## src/rtl/uart_pkg.sv

```systemverilog
// ============================================================================
// Module      : uart_pkg
// Description : Shared types, widths and helpers for the AXI-Stream UART.
// Revision    : 1.0 - initial release
// ============================================================================
`default_nettype none

package uart_pkg;

    localparam int DATA_WIDTH    = 8;
    localparam int DIVIDER_WIDTH = 32;

    typedef enum logic [2:0] {
        IDLE   = 3'd0,
        START  = 3'd1,
        DATA   = 3'd2,
        PARITY = 3'd3,
        STOP   = 3'd4,
        WAIT   = 3'd5
    } uart_state_e;

    typedef struct packed {
        logic [4:0] reserved;
        logic       frame_err;
        logic       parity_err;
        logic       rx_valid;
    } uart_status_reg_t;

    // Expected parity bit: odd makes the total count of ones odd.
    function automatic logic parity(input logic [DATA_WIDTH-1:0] data, input logic odd);
        return odd ? ~^data : ^data;
    endfunction

endpackage

`default_nettype wire

```

## src/rtl/bit_sync.sv

```systemverilog
// ============================================================================
// Module      : bit_sync
// Description : Two-flop synchronizer for a single asynchronous bit.
// Revision    : 1.0 - initial release
// ============================================================================
`default_nettype none

module bit_sync #(
    parameter logic RESET_VALUE = 1'b0
) (
    input  logic clk_i,
    input  logic rst_i,
    input  logic d_i,
    output logic q_o
);

    logic r_meta;
    logic r_sync;

    always_ff @(posedge clk_i or posedge rst_i) begin
        if (rst_i) begin
            r_meta <= RESET_VALUE;
            r_sync <= RESET_VALUE;
        end else begin
            r_meta <= d_i;
            r_sync <= r_meta;
        end
    end

    assign q_o = r_sync;

endmodule

`default_nettype wire

```

## src/rtl/axis_uart_rx.sv

```systemverilog
// ============================================================================
// Module      : axis_uart_rx
// Description : UART receiver presenting each received byte as an AXI-Stream beat.
// Revision    : 1.0 - initial release
// ============================================================================
`default_nettype none

module axis_uart_rx #(
    parameter int DIVIDER_WIDTH = uart_pkg::DIVIDER_WIDTH,
    parameter int DATA_WIDTH    = uart_pkg::DATA_WIDTH
) (
    input  logic                     clk_i,
    input  logic                     rst_i,
    input  logic [DIVIDER_WIDTH-1:0] clk_divider_i,
    input  logic                     parity_odd_i,
    input  logic                     parity_even_i,
    input  logic                     uart_rx_i,
    output logic [DATA_WIDTH-1:0]    m_axis_tdata_o,
    output logic                     m_axis_tvalid_o,
    input  logic                     m_axis_tready_i,
    output logic                     parity_err_o,
    output logic                     frame_err_o,
    output logic                     overrun_err_o
);

    import uart_pkg::*;

    localparam int c_bit_cnt_w = $clog2(DATA_WIDTH);

    logic                     w_rx_s;
    logic [DIVIDER_WIDTH-1:0] w_div_clamped;
    logic [DIVIDER_WIDTH-1:0] w_half_m1;
    logic [DIVIDER_WIDTH-1:0] w_full_m1;

    uart_state_e              r_state;
    logic [DIVIDER_WIDTH-1:0] r_clk_cnt;
    logic [c_bit_cnt_w-1:0]   r_bit_cnt;
    logic [DIVIDER_WIDTH-1:0] r_div;
    logic                     r_par_en;
    logic                     r_par_odd;
    logic                     r_par_flag;
    logic [DATA_WIDTH-1:0]    r_shift;
    logic [DATA_WIDTH-1:0]    r_tdata;
    logic                     r_tvalid;
    logic                     r_parity_err;
    logic                     r_frame_err;
    logic                     r_overrun_err;

    bit_sync #(
        .RESET_VALUE (1'b1)
    ) u_rx_sync (
        .clk_i (clk_i),
        .rst_i (rst_i),
        .d_i   (uart_rx_i),
        .q_o   (w_rx_s)
    );

    assign w_div_clamped = (clk_divider_i < DIVIDER_WIDTH'(4)) ? DIVIDER_WIDTH'(4) : clk_divider_i;
    assign w_half_m1     = (r_div >> 1) - DIVIDER_WIDTH'(1);
    assign w_full_m1     = r_div - DIVIDER_WIDTH'(1);

    always_ff @(posedge clk_i or posedge rst_i) begin
        if (rst_i) begin
            r_state       <= IDLE;
            r_clk_cnt     <= '0;
            r_bit_cnt     <= '0;
            r_div         <= DIVIDER_WIDTH'(4);
            r_par_en      <= 1'b0;
            r_par_odd     <= 1'b0;
            r_par_flag    <= 1'b0;
            r_shift       <= '0;
            r_tdata       <= '0;
            r_tvalid      <= 1'b0;
            r_parity_err  <= 1'b0;
            r_frame_err   <= 1'b0;
            r_overrun_err <= 1'b0;
        end else begin
            r_parity_err  <= 1'b0;
            r_frame_err   <= 1'b0;
            r_overrun_err <= 1'b0;
            if (r_tvalid && m_axis_tready_i) begin
                r_tvalid <= 1'b0;
            end

            case (r_state)
                IDLE: begin
                    // Divider and parity mode are frozen for the whole frame.
                    if (!w_rx_s) begin
                        r_state    <= START;
                        r_clk_cnt  <= '0;
                        r_div      <= w_div_clamped;
                        r_par_en   <= parity_odd_i | parity_even_i;
                        r_par_odd  <= parity_odd_i;
                        r_par_flag <= 1'b0;
                    end
                end
                START: begin
                    if (r_clk_cnt == w_half_m1) begin
                        r_clk_cnt <= '0;
                        r_bit_cnt <= '0;
                        r_state   <= w_rx_s ? IDLE : DATA;
                    end else begin
                        r_clk_cnt <= r_clk_cnt + DIVIDER_WIDTH'(1);
                    end
                end
                DATA: begin
                    if (r_clk_cnt == w_full_m1) begin
                        r_clk_cnt <= '0;
                        r_shift   <= {w_rx_s, r_shift[DATA_WIDTH-1:1]};
                        if (r_bit_cnt == c_bit_cnt_w'(DATA_WIDTH - 1)) begin
                            r_state <= r_par_en ? PARITY : STOP;
                        end else begin
                            r_bit_cnt <= r_bit_cnt + c_bit_cnt_w'(1);
                        end
                    end else begin
                        r_clk_cnt <= r_clk_cnt + DIVIDER_WIDTH'(1);
                    end
                end
                PARITY: begin
                    if (r_clk_cnt == w_full_m1) begin
                        r_clk_cnt  <= '0;
                        r_par_flag <= (w_rx_s != parity(r_shift, r_par_odd));
                        r_state    <= STOP;
                    end else begin
                        r_clk_cnt <= r_clk_cnt + DIVIDER_WIDTH'(1);
                    end
                end
                STOP: begin
                    if (r_clk_cnt == w_full_m1) begin
                        r_clk_cnt <= '0;
                        if (w_rx_s) begin
                            // Straight to IDLE so a start bit right after the stop is caught.
                            r_state <= IDLE;
                            if (!r_tvalid || m_axis_tready_i) begin
                                r_tdata      <= r_shift;
                                r_tvalid     <= 1'b1;
                                r_parity_err <= r_par_flag;
                            end else begin
                                r_overrun_err <= 1'b1;
                            end
                        end else begin
                            r_frame_err <= 1'b1;
                            r_state     <= WAIT;
                        end
                    end else begin
                        r_clk_cnt <= r_clk_cnt + DIVIDER_WIDTH'(1);
                    end
                end
                WAIT: begin
                    if (w_rx_s) begin
                        r_state <= IDLE;
                    end
                end
                default: begin
                    r_state <= IDLE;
                end
            endcase
        end
    end

    assign m_axis_tdata_o  = r_tdata;
    assign m_axis_tvalid_o = r_tvalid;
    assign parity_err_o    = r_parity_err;
    assign frame_err_o     = r_frame_err;
    assign overrun_err_o   = r_overrun_err;

endmodule

`default_nettype wire

```

## config.mk

```make
export PLATFORM = sky130hd
export DESIGN_NAME = axis_uart_rx
export DESIGN_NICKNAME = d
export VERILOG_FILES = /design/src/rtl/uart_pkg.sv /design/src/rtl/bit_sync.sv /design/src/rtl/axis_uart_rx.sv
export SDC_FILE = /design/constraint.sdc
export NUM_CORES = 1
export LEC_CHECK = 0
export BUFFER_PORTS_ARGS = -buffer_cell sky130_fd_sc_hd__buf_2
export CORE_ASPECT_RATIO = 1.5
export CORE_MARGIN = 1.5
export CORE_UTILIZATION = 65
export DETAILED_ROUTE_END_ITERATION = 7
export PLACE_DENSITY = 0.85
export SLEW_MARGIN = 10
export SYNTH_ARGS = -nofsm -noshare
export SYNTH_HDL_FRONTEND = slang
export SYNTH_SLANG_ARGS = --single-unit
```

## constraint.sdc

```tcl
create_clock -name clk_i -period 5.8 [get_ports clk_i]
set_clock_uncertainty 0.15 [all_clocks]
set_input_delay 1.45 -clock clk_i [delete_from_list [all_inputs] [get_ports clk_i]]
set_output_delay 1.45 -clock clk_i [all_outputs]
set_load 0.02 [all_outputs]
```

==> impl_metrics.toml <==
[route]
vias = 7024
drt_pass1_iterations = 7
drt_iter0_markers = 572
vias_per_cell = 6.84
wirelength_um = 23200
wl_per_cell_um = 22.6
ant_nets = 0
route.detailed.drc = 0

[die]
io_pins = 50
die_area_um2 = 11800
initial_core_util_pct = 66.0
rows = 47
dieHeight_um = 132
core_area_um2 = 10900
die_w_um = 89.1

[critical_path]
r2r_start = "r_div[1]"
startpoint_type = "flip-flop"
cp-endpoint = "r_clk_cnt[3]"
cp.required_ns = 5.87
reg2reg_depth = 12
path_max_fanout = 16
worstSetupEndpointType = "flip-flop"
crit_type = "reg2reg"
reg2reg_to = "r_clk_cnt[3]"
critPathLaunch = "r_div[1]"
reg2reg_setup_slack_ns = 0.88
arrival_ns = 4.98

[global_route]
grt_overflow = 0
track_usage_pct = 41.5
grtUsageMet1_pct = 47.9
grt_pass1_wl_um = 36700
antenna_found_initial = 0
grt_pass1_vias = 6956
grt-busiest-layer = "met2"
met2_usage_pct = 66.8
use_met3_pct = 9.77
grt_max_degree = 56

[layout]
fill_cells = 895
fin_util_pct = 71.0
multi_input_area_um2 = 4460
final_layout_size_suffix_gt1_share_pct = 13.9
stdcell_area_um2 = 7760
num_antenna_cells = 0
area_growth_pct = 7.52
fin_cells = 1027
seqCellArea_um2 = 2380
layout.nets = 918

[yosys]
yosys.area.top_type = "dfrtp_1"
synth_cell_types = 73
ys_ff_latch = 95
yosys.area.top_type_share_pct = 31.9
synthFlopType = "dfrtp_1"
async_reset_ff_share_pct = 100
synth_nets = 924
syn-mean-instance-area_um2 = 8.20
yosysWarnings = 0
synth_area_um2 = 7220
ys_seq_area_share_pct = 33.0
synthCells = 881
synth_edf_count = 0
synth_area_leaders = "dfrtp_1, nand2_1, xnor2_1"

[pwr]
irDropWorstVdd_mv = 0.211
p_leak_nw = 3.13
power.density_nw_per_um2 = 380
power_mw = 2.95

[clock_network]
clockBufferDepth = 2
holdBufCountCts = 0
root_buffer = "clkbuf_16"
cts.clk_slew.worst_paths_ns = 0.07
clock_latency_ns = 0.35
cts_buffers = 9
cts_tree = "yes"
htree_num_levels = 3
cts.sinks = 95
cts_setup_buffers = 0
cts_resized = 0

[sta]
fin_tns_setup_ns = 0
hold_slack_ns = 0.212
worst_slack_ns = 0.882
fin_crit_sh_pct = 84.8
drv_slew = 0
fmaxAchievable_mhz = 203
fin_crit_ns = 4.92
hold_viol = 0
tightest_slew_ns = 0.924
maxSlewHeadroom_pct = 38.3
setup_violations = 0
rsz0062_at_grt = "false"

[place]
placed_cell_area_um2 = 7410
dp_cells = 1011
dp_slack_ns = 1.01
place.port_buffers = 49
place.gp.congestion = 1.06
dpl.hpwl_um = 16800

[outcome]
outcome = "complete, no violations"

[flow_run]
drv_cap = 0

[worst_hold_path]
min_path_type = "reg2reg"
-- cell families (layout without fill, tap and decap cells) --
logic type                 Yosys count  count (layout)  synth area share, %
and+or+nand+nor                    411             411                 30.3
AOI/OAI and AO/OA                  162             162                 16.0
DFF                                 95              95                 33.0
buffers and inverters               95              94                 5.41
xor gates and xnor gates            90              90                 10.9
muxes                               23              23                 3.48
adders and majority gates            5               5                0.866
-- worst max-delay path: stages (launching register included) --
cell and delay, ns:
dfrtp_1 0.43, inv_1 0.16, ha_1 0.34, or4b_2 0.69
nor4_2 0.60, nand2_1 0.11, o31ai_1 0.36, nand3b_1 0.15
nor4_1 0.55, a21boi_2 0.25, nor3_2 0.51, buf_4 0.34
o21ai_0 0.14
-- layout by cell type, fill, tap and decap left out, types with 6 or more instances in the layout --
cell type | synthesis | routed
nor4b_1 | 6 | 6
a41o_1 | 8 | 8
nand4_1 | 24 | 24
dfrtp_1 | 92 | 92
nor3_1 | 26 | 26
a21oi_1 | 6 | 6
and2_1 | 8 | 8
nor4_2 | 5 | 7
inv_1 | 19 | 18
o22ai_1 | 14 | 14
clkbuf_16 | 0 | 9
or2_2 | 7 | 7
nand2_1 | 147 | 147
buf_2 | 9 | 49
or3_1 | 13 | 13
nor2_1 | 44 | 44
mux2i_1 | 6 | 6
o21ai_0 | 41 | 41
mux2_2 | 17 | 17
and4_1 | 9 | 9
nor4_1 | 31 | 29
o31ai_1 | 19 | 19
and3_1 | 14 | 14
xnor2_1 | 46 | 46
buf_4 | 0 | 10
nor2b_1 | 6 | 6
xor2_1 | 44 | 44
a31oi_1 | 6 | 6
or4_1 | 16 | 16
nand3_1 | 30 | 30
-- state kept, by name, indices dropped and copies added, names as in the netlist --
| signal | flops |
|---|---|
| r_clk_cnt | 32 |
| m_axis_tvalid_o | 1 |
| r_par_en | 1 |
| r_par_odd | 1 |
| r_div | 32 |
| overrun_err_o | 1 |
| r_state | 3 |
| u_rx_sync.r_meta | 1 |
| r_shift | 8 |
| r_par_flag | 1 |
| frame_err_o | 1 |
| r_bit_cnt | 3 |
| u_rx_sync.q_o | 1 |
| parity_err_o | 1 |
| m_axis_tdata_o | 8 |
-- cell usage after synthesis (17+ instances only) --
master / number
nand3_1: 30
xnor2_1: 46
o31ai_1: 19
nor2_1: 44
nand2_1: 147
nor3_1: 26
nor4_1: 31
dfrtp_1: 92
inv_1: 19
clkbuf_1: 62
nand4_1: 24
mux2_2: 17
xor2_1: 44
o21ai_0: 41
-- per-layer routing --
layer / vias to the layer above / part of all wire, %
met5: - / 0
met4: 0 / 7.9
met3: 117 / 7.1
met2: 332 / 49
met1: 3385 / 37
li1: 3190 / -
-- power by group --
| part | total [mW] | internal [mW] | switching, mW |
|---|---|---|---|
| clock network | 0.697 | 0.425 | 0.272 |
| logic | 1.06 | 0.435 | 0.627 |
| registers | 1.19 | 0.784 | 0.411 |
| total | 2.95 | 1.64 | 1.31 |
-- worst min-delay path by stage --
stage          cells after the start             to              from  slack [ns]
6_report                           0  u_rx_sync.q_o  u_rx_sync.r_meta        0.21
4_1_cts                            0  u_rx_sync.q_o  u_rx_sync.r_meta        0.21
5_1_grt                            0  u_rx_sync.q_o  u_rx_sync.r_meta        0.22
3_3_place_gp                       0  u_rx_sync.q_o  u_rx_sync.r_meta        0.20
2_1_floorplan                      0  u_rx_sync.q_o  u_rx_sync.r_meta        0.20
3_5_place_dp                       0  u_rx_sync.q_o  u_rx_sync.r_meta        0.20
-- final cells by class --
type | instances | share of cell area [%]
clock inverters | 6 | 1.48
repair buffers | 59 | 4.13
well taps | 147 | 2.37
flip-flops and latches | 95 | 30.7
multi-input cells | 691 | 57.5
inverters | 19 | 0.935
clock buffers | 10 | 2.95
Power figures use the tool's default switching activity.
